==> src/rtl/hazard_ctrl.sv <==
// Purpose : pipeline hazard control; load-use/branch stalls, MDU occupancy, redirect flush.
// Latency : outputs are combinational from state, MDU count and current-cycle inputs.
// Backpr. : stalls freeze PC and IF/ID and inject a nop into ID/EX; a redirect flushes IF/ID.
//
// Ports:
//   clk, rst                 clock, synchronous active-high reset
//   ifid_rs, ifid_rt         source fields of the instruction in ID
//   id_uses_rt               ID instruction reads rt
//   id_branch, id_redirect   ID branch present / PC redirect this cycle
//   id_mdu_start             ID holds mult/div (starts an MDU operation)
//   id_mdu_use               ID holds an instruction that needs an idle MDU
//   idex_memread, idex_regwrite, idex_dst   EX instruction load flag, write flag, destination
//   pc_write, hold, IF_flush, idex_bubble   pipeline control outputs
//   mdu_busy                 MDU occupancy count is nonzero
module hazard_ctrl #(
   parameter int MDU_LAT = 8
) (
   input  logic       clk,
   input  logic       rst,
   input  logic [4:0] ifid_rs,
   input  logic [4:0] ifid_rt,
   input  logic       id_uses_rt,
   input  logic       id_branch,
   input  logic       id_redirect,
   input  logic       id_mdu_start,
   input  logic       id_mdu_use,
   input  logic       idex_memread,
   input  logic       idex_regwrite,
   input  logic [4:0] idex_dst,
   output logic       pc_write,
   output logic       hold,
   output logic       IF_flush,
   output logic       idex_bubble,
   output logic       mdu_busy
);

   typedef enum logic {
      RUN    = 1'b0,
      STALL2 = 1'b1
   } state_t;

   state_t     r_state;
   logic [5:0] r_mcnt;

   logic w_dep;
   logic w_load_use;
   logic w_alu_br;
   logic w_mdu_hz;
   logic w_stall;

   // r0 is hardwired to zero, so a write to it never creates a dependency.
   assign w_dep = (idex_dst != 5'd0) &&
                  ((idex_dst == ifid_rs) || (id_uses_rt && (idex_dst == ifid_rt)));

   assign w_load_use = idex_memread && w_dep;
   // A branch compares in ID, so even an ALU result in EX is not yet forwardable to it.
   assign w_alu_br   = id_branch && idex_regwrite && !idex_memread && w_dep;
   assign w_mdu_hz   = id_mdu_use && (r_mcnt != 6'd0);

   // STALL2 covers the second bubble a branch needs behind a load.
   assign w_stall = (r_state == STALL2) || w_load_use || w_alu_br || w_mdu_hz;

   always_ff @(posedge clk) begin
      if (rst) begin
         r_state <= RUN;
         r_mcnt  <= 6'd0;
      end else begin
         case (r_state)
            RUN:     r_state <= (w_load_use && id_branch) ? STALL2 : RUN;
            STALL2:  r_state <= RUN;
            default: r_state <= RUN;
         endcase

         // A stalled mult/div is re-presented next cycle, so only an issuing one loads.
         if (id_mdu_start && !w_stall) begin
            r_mcnt <= 6'(MDU_LAT);
         end else if (r_mcnt != 6'd0) begin
            r_mcnt <= r_mcnt - 6'd1;
         end
      end
   end

   always_comb begin
      pc_write    = 1'b1;
      hold        = 1'b0;
      IF_flush    = 1'b0;
      idex_bubble = 1'b0;
      mdu_busy    = (r_mcnt != 6'd0);
      if (rst) begin
         pc_write    = 1'b0;
         hold        = 1'b1;
         IF_flush    = 1'b1;
         idex_bubble = 1'b1;
         mdu_busy    = 1'b0;
      end else if (w_stall) begin
         // Redirect is ignored here; the branch re-resolves once the stall clears.
         pc_write    = 1'b0;
         hold        = 1'b1;
         idex_bubble = 1'b1;
      end else if (id_redirect) begin
         // IF/ID only honours flush while held.
         hold        = 1'b1;
         IF_flush    = 1'b1;
      end
   end

endmodule
==> config.mk <==
export PLATFORM = sky130hd
export DESIGN_NAME = hazard_ctrl
export DESIGN_NICKNAME = d
export VERILOG_FILES = /design/src/rtl/hazard_ctrl.sv
export SDC_FILE = /design/constraint.sdc
export NUM_CORES = 1
export LEC_CHECK = 0
export ABC_AREA = 1
export BUFFER_PORTS_ARGS = -buffer_cell sky130_fd_sc_hd__buf_2
export CAP_MARGIN = 20
export CORE_MARGIN = 4
export CORE_UTILIZATION = 40
export DETAILED_ROUTE_END_ITERATION = 10
export MAX_ROUTING_LAYER = met4
export PLACE_DENSITY = 0.74
export SLEW_MARGIN = 0
export SYNTH_ARGS = -nofsm -noshare
export SYNTH_HDL_FRONTEND = slang
export SYNTH_SLANG_ARGS = --single-unit
==> constraint.sdc <==
create_clock -name clk -period 1.25 [get_ports clk]
set_input_delay 0.25 -clock clk [delete_from_list [all_inputs] [get_ports clk]]
set_output_delay 0.25 -clock clk [all_outputs]
set_load 0.005 [all_outputs]
======== Yosys cells after proc, flatten, opt, wreduce, memory -nomap -nowiden ========
Index checks and enable logic that the tools add are counted.
operators by class
  add/subtract/negate cells ............... 1
  eq/ne operators ......................... 2
  muxes and demuxes ....................... 14
  bitwise gates (word level) .............. 1
  reduce and logical (&&, ||, !) cells .... 19
operators by type and width
  kind                                                                number
  1-bit 2-to-1 mux                                                    11
  5-bit equality test                                                 2
  1-bit logical AND                                                   9
  4-bit 2-to-1 mux                                                    2
  6-bit nonzero test                                                  1
  6-bit by 1-bit subtractor with 6-bit output, second input constant  1
  5-bit nonzero test                                                  1
  1-bit logical OR                                                    4
  1-bit zero test                                                     2
  1-bit case mux with 2 select lines                                  1
  2-bit nonzero test                                                  1
  2-bit OR reduction                                                  1
  1-bit inverter                                                      1
storage, ports and cells
  bits in registers ....................... 7
  output and inout bits ................... 5
  word-level logic and storage cells ...... 40

======== Longest topological paths before layout ========
  word-level depth ........................ 11
  mapped depth ............................ 10
  gate-level depth less buffers ........... 10

======== Worst setup path after synthesis ========
No wires, ideal clock.
  path type ............................... register to output
  start point ............................. register r_mcnt[0]
  end point ............................... output hold
  arrival ................................. 1,186 ps
  required time ........................... 1,000 ps
  slack ................................... -186 ps
  cell stages (with the launch flop) ...... 8
  buffers on the path ..................... 0
  cells stage by stage .................... dfxtp_1 inv_1 ha_1 nand3_4 a21oi_4 nand2_1 nor2_2 nand2_1
between the ends
  cells in the longest elaborated chain, start to end .. 5
RTL lines
  what                    line  text
  start, declared         43    logic [5:0] r_mcnt;
  start signal, assigned  76    r_mcnt <= 6'(MDU_LAT);
  start signal, assigned  78    r_mcnt <= r_mcnt - 6'd1;
  6-bit nonzero test      58    assign w_mdu_hz = id_mdu_use && (r_mcnt != 6'd0);
  1-bit logical AND       58
  1-bit logical OR        61    assign w_stall = (r_state == STALL2) || w_load_use || w_alu_br || w_mdu_hz;
  1-bit 2-to-1 mux        95    end else if (w_stall) begin
  1-bit 2-to-1 mux        89    if (rst) begin
  end, declared           31    output logic hold,
No other way between the ends.

======== Worst setup path in the final report ========
  start point ............................. register r_mcnt[1]
  end point ............................... output hold
Same word-level chain as after synthesis.

==> impl_metrics.toml <==
[global_routing]
grt_max_degree = 6
grt_use_total_pct = 16.1
antenna_found_initial = 0
grt_pass1_wl_um = 2950
overflow = 0
grt_pass1_vias = 753

[worst_setup_path]
start_kind = "register"
crit_type = "register to output pin"
worstPathRequired_ns = 1.00
worstPathArrival_ns = 1.39
endpoint_kind = "output pin"
cp_max_fo = 3

[power_and_ir_drop]
p_total_mw = 2.41
p_leak_nw = 0.621
ir_worst_vdd_mv = 1.60
powerDensity_nw_per_um2 = 2230

[timing]
finalSetupTns_ns = -2.33
setup_viol = 11
slew_headroom_pct = 83.3
fin_skew_ns = 0.00164
fin_crit_sh_pct = 131
rsz0062_at_grt = "true"
max_freq_ghz = 0.610
worst_slew_pin_slew_ns = 0.249
setup_ws_ns = -0.390
period_minus_slack_ns = 1.64
hold_violations = 0
final-max-slew-violation-count = 0

[outcome]
violations = "negative setup slack"
outcome = "complete, but fails checks"

[synth]
ys_seq_area_share_pct = 20.7
synth_top_area_share_pct = 20.7
netlist_instances = 104
synth_area_leader_cell = "dfxtp_1"
synthTopCellsByArea = "dfxtp_1, nand2_1, inv_1, nor2_2, nand3_4"
synth_area_um2 = 677
synth_cell_type_count = 22
ys_seq_elements = 7
synth_nets = 130
synth.avg_cell_area_um2 = 6.51
synth_warnings = 0

[cts]
cts_tree = "done"
clk_pin_slew_ns = 0.06
clock_latency_ns = 0.26
clockBufferDepth = 2
hold_buffers = 0
cts.sink_count = 7
cts_root_buf = "clkbuf_4"
cts-htree-levels = 1
cts_buffers = 3

[die]
die-height_um = 49.1
die_x_um = 49.1
num_io_pins = 29
rows = 14
core_um2 = 1560
die_area_um2 = 2410
start_util_pct = 43.4

[cells_and_area]
nets = 184
antenna-diode-count = 0
fin_area_um2 = 1080
regArea_um2 = 143
drive_above_1_share_pct = 56.1
num-fill-cells = 110
mostFrequentLayoutCells = "nand2_1, buf_2, buf_4"
area.growth.synth_to_final_pct = 59.7
stdcell_count = 173
multi_input_area_um2 = 494
postLayoutCoreUtil_pct = 69.3

[place]
gp_congestion = 0.784
placed_area_um2 = 966
dp_hpwl_um = 1440
dp.cells = 162
io_buffers = 28

[job]
drv_cap = 0

[detailed_routing]
antenna_left = 0
avgViaCountPerCell = 4.60
wl_per_cell_um = 10.9
wirelength_um = 1880
drt-pass1-iter-count = 4
drc_errors = 0
drt-initial-drc-count = 5
vias = 795

[hold_path]
hold_path_class = "primary input to register"
==> final timing paths <==
path,start,to,slack [ns],cells past startpoint
worst min register to register,r_state,r_state,0.50,1
worst min-delay path,rst,r_mcnt[3],0.23,2
worst max register to register,r_mcnt[1],r_mcnt[3],-0.16,9
worst max-delay path,r_mcnt[1],hold,-0.39,8
==> registers in the layout, summed over array words and instances (netlist names) <==
signal   count
r_state      1
r_mcnt       6
==> cells by family after synthesis <==
family | share of synthesized area, %
mux | 1.48
simple gates | 48.4
fa+ha+maj | 3.70
buf+inv | 13.3
xor+xnor | 6.47
flops | 20.7
compound gates | 5.92
==> report_power, final <==
group	switching (mW)	internal (mW)
Combinational	0.810	0.974
Sequential	0.0868	0.320
Clock	0.0945	0.123
Total	0.991	1.42
==> critical path, cell delays in order (launching register included) <==
cell and delay, ns:
dfxtp_2 0.33, inv_2 0.07, ha_4 0.14, nand3_4 0.08
a21oi_4 0.14, nand2_2 0.09, nor2_4 0.11, nand2_1 0.05
buf_2 0.12
==> what timing repair did <==
item / 4_1_cts / 5_1_grt
setup buffers: 1 / 6
setup endpoints to repair: 5 / 11
pin swaps: 2 / 5
cloned: 0 / 0
gates resized for setup: 2 / 8
==> final cells by class <==
class / instances / area share, %
flip-flops and latches: 7 / 13.2
inverters: 24 / 8.56
well taps: 16 / 1.85
multi-input cells: 73 / 45.7
repair buffers: 49 / 28.2
clock buffers: 4 / 2.43
==> cells in the mapped netlist, drive strengths merged <==
| master | instances |
|---|---|
| nand2 | 32 |
| inv | 24 |
| nor2 | 14 |
| nand3 | 10 |
| dfxtp | 7 |
| a21oi | 3 |
| xor2 | 3 |
| ha | 2 |
| nand4 | 2 |
| nor3 | 2 |
| xnor2 | 2 |
| a31o | 1 |
| mux2i | 1 |
| o21ai | 1 |
==> metal layers <==
metal / global-route usage, % / wire (µm) / vias to the layer above
li1: - / - / 422
met1: 17.4 / 775 / 351
met2: 25.9 / 989 / 20
met3: 6.73 / 105 / 2
met4: 6.16 / 11 / 0
met5: - / 0 / -
==> metrics by stage <==
step	worst slack (ns)	hold slack [ns]
after global placement	-0.206	0.472
after detailed placement	-0.241	0.489
after CTS	-0.399	0.228
after global routing	-0.481	0.220
after floorplan	-0.0671	0.319
final	-0.390	0.229
Power figures use the tool's default switching activity.
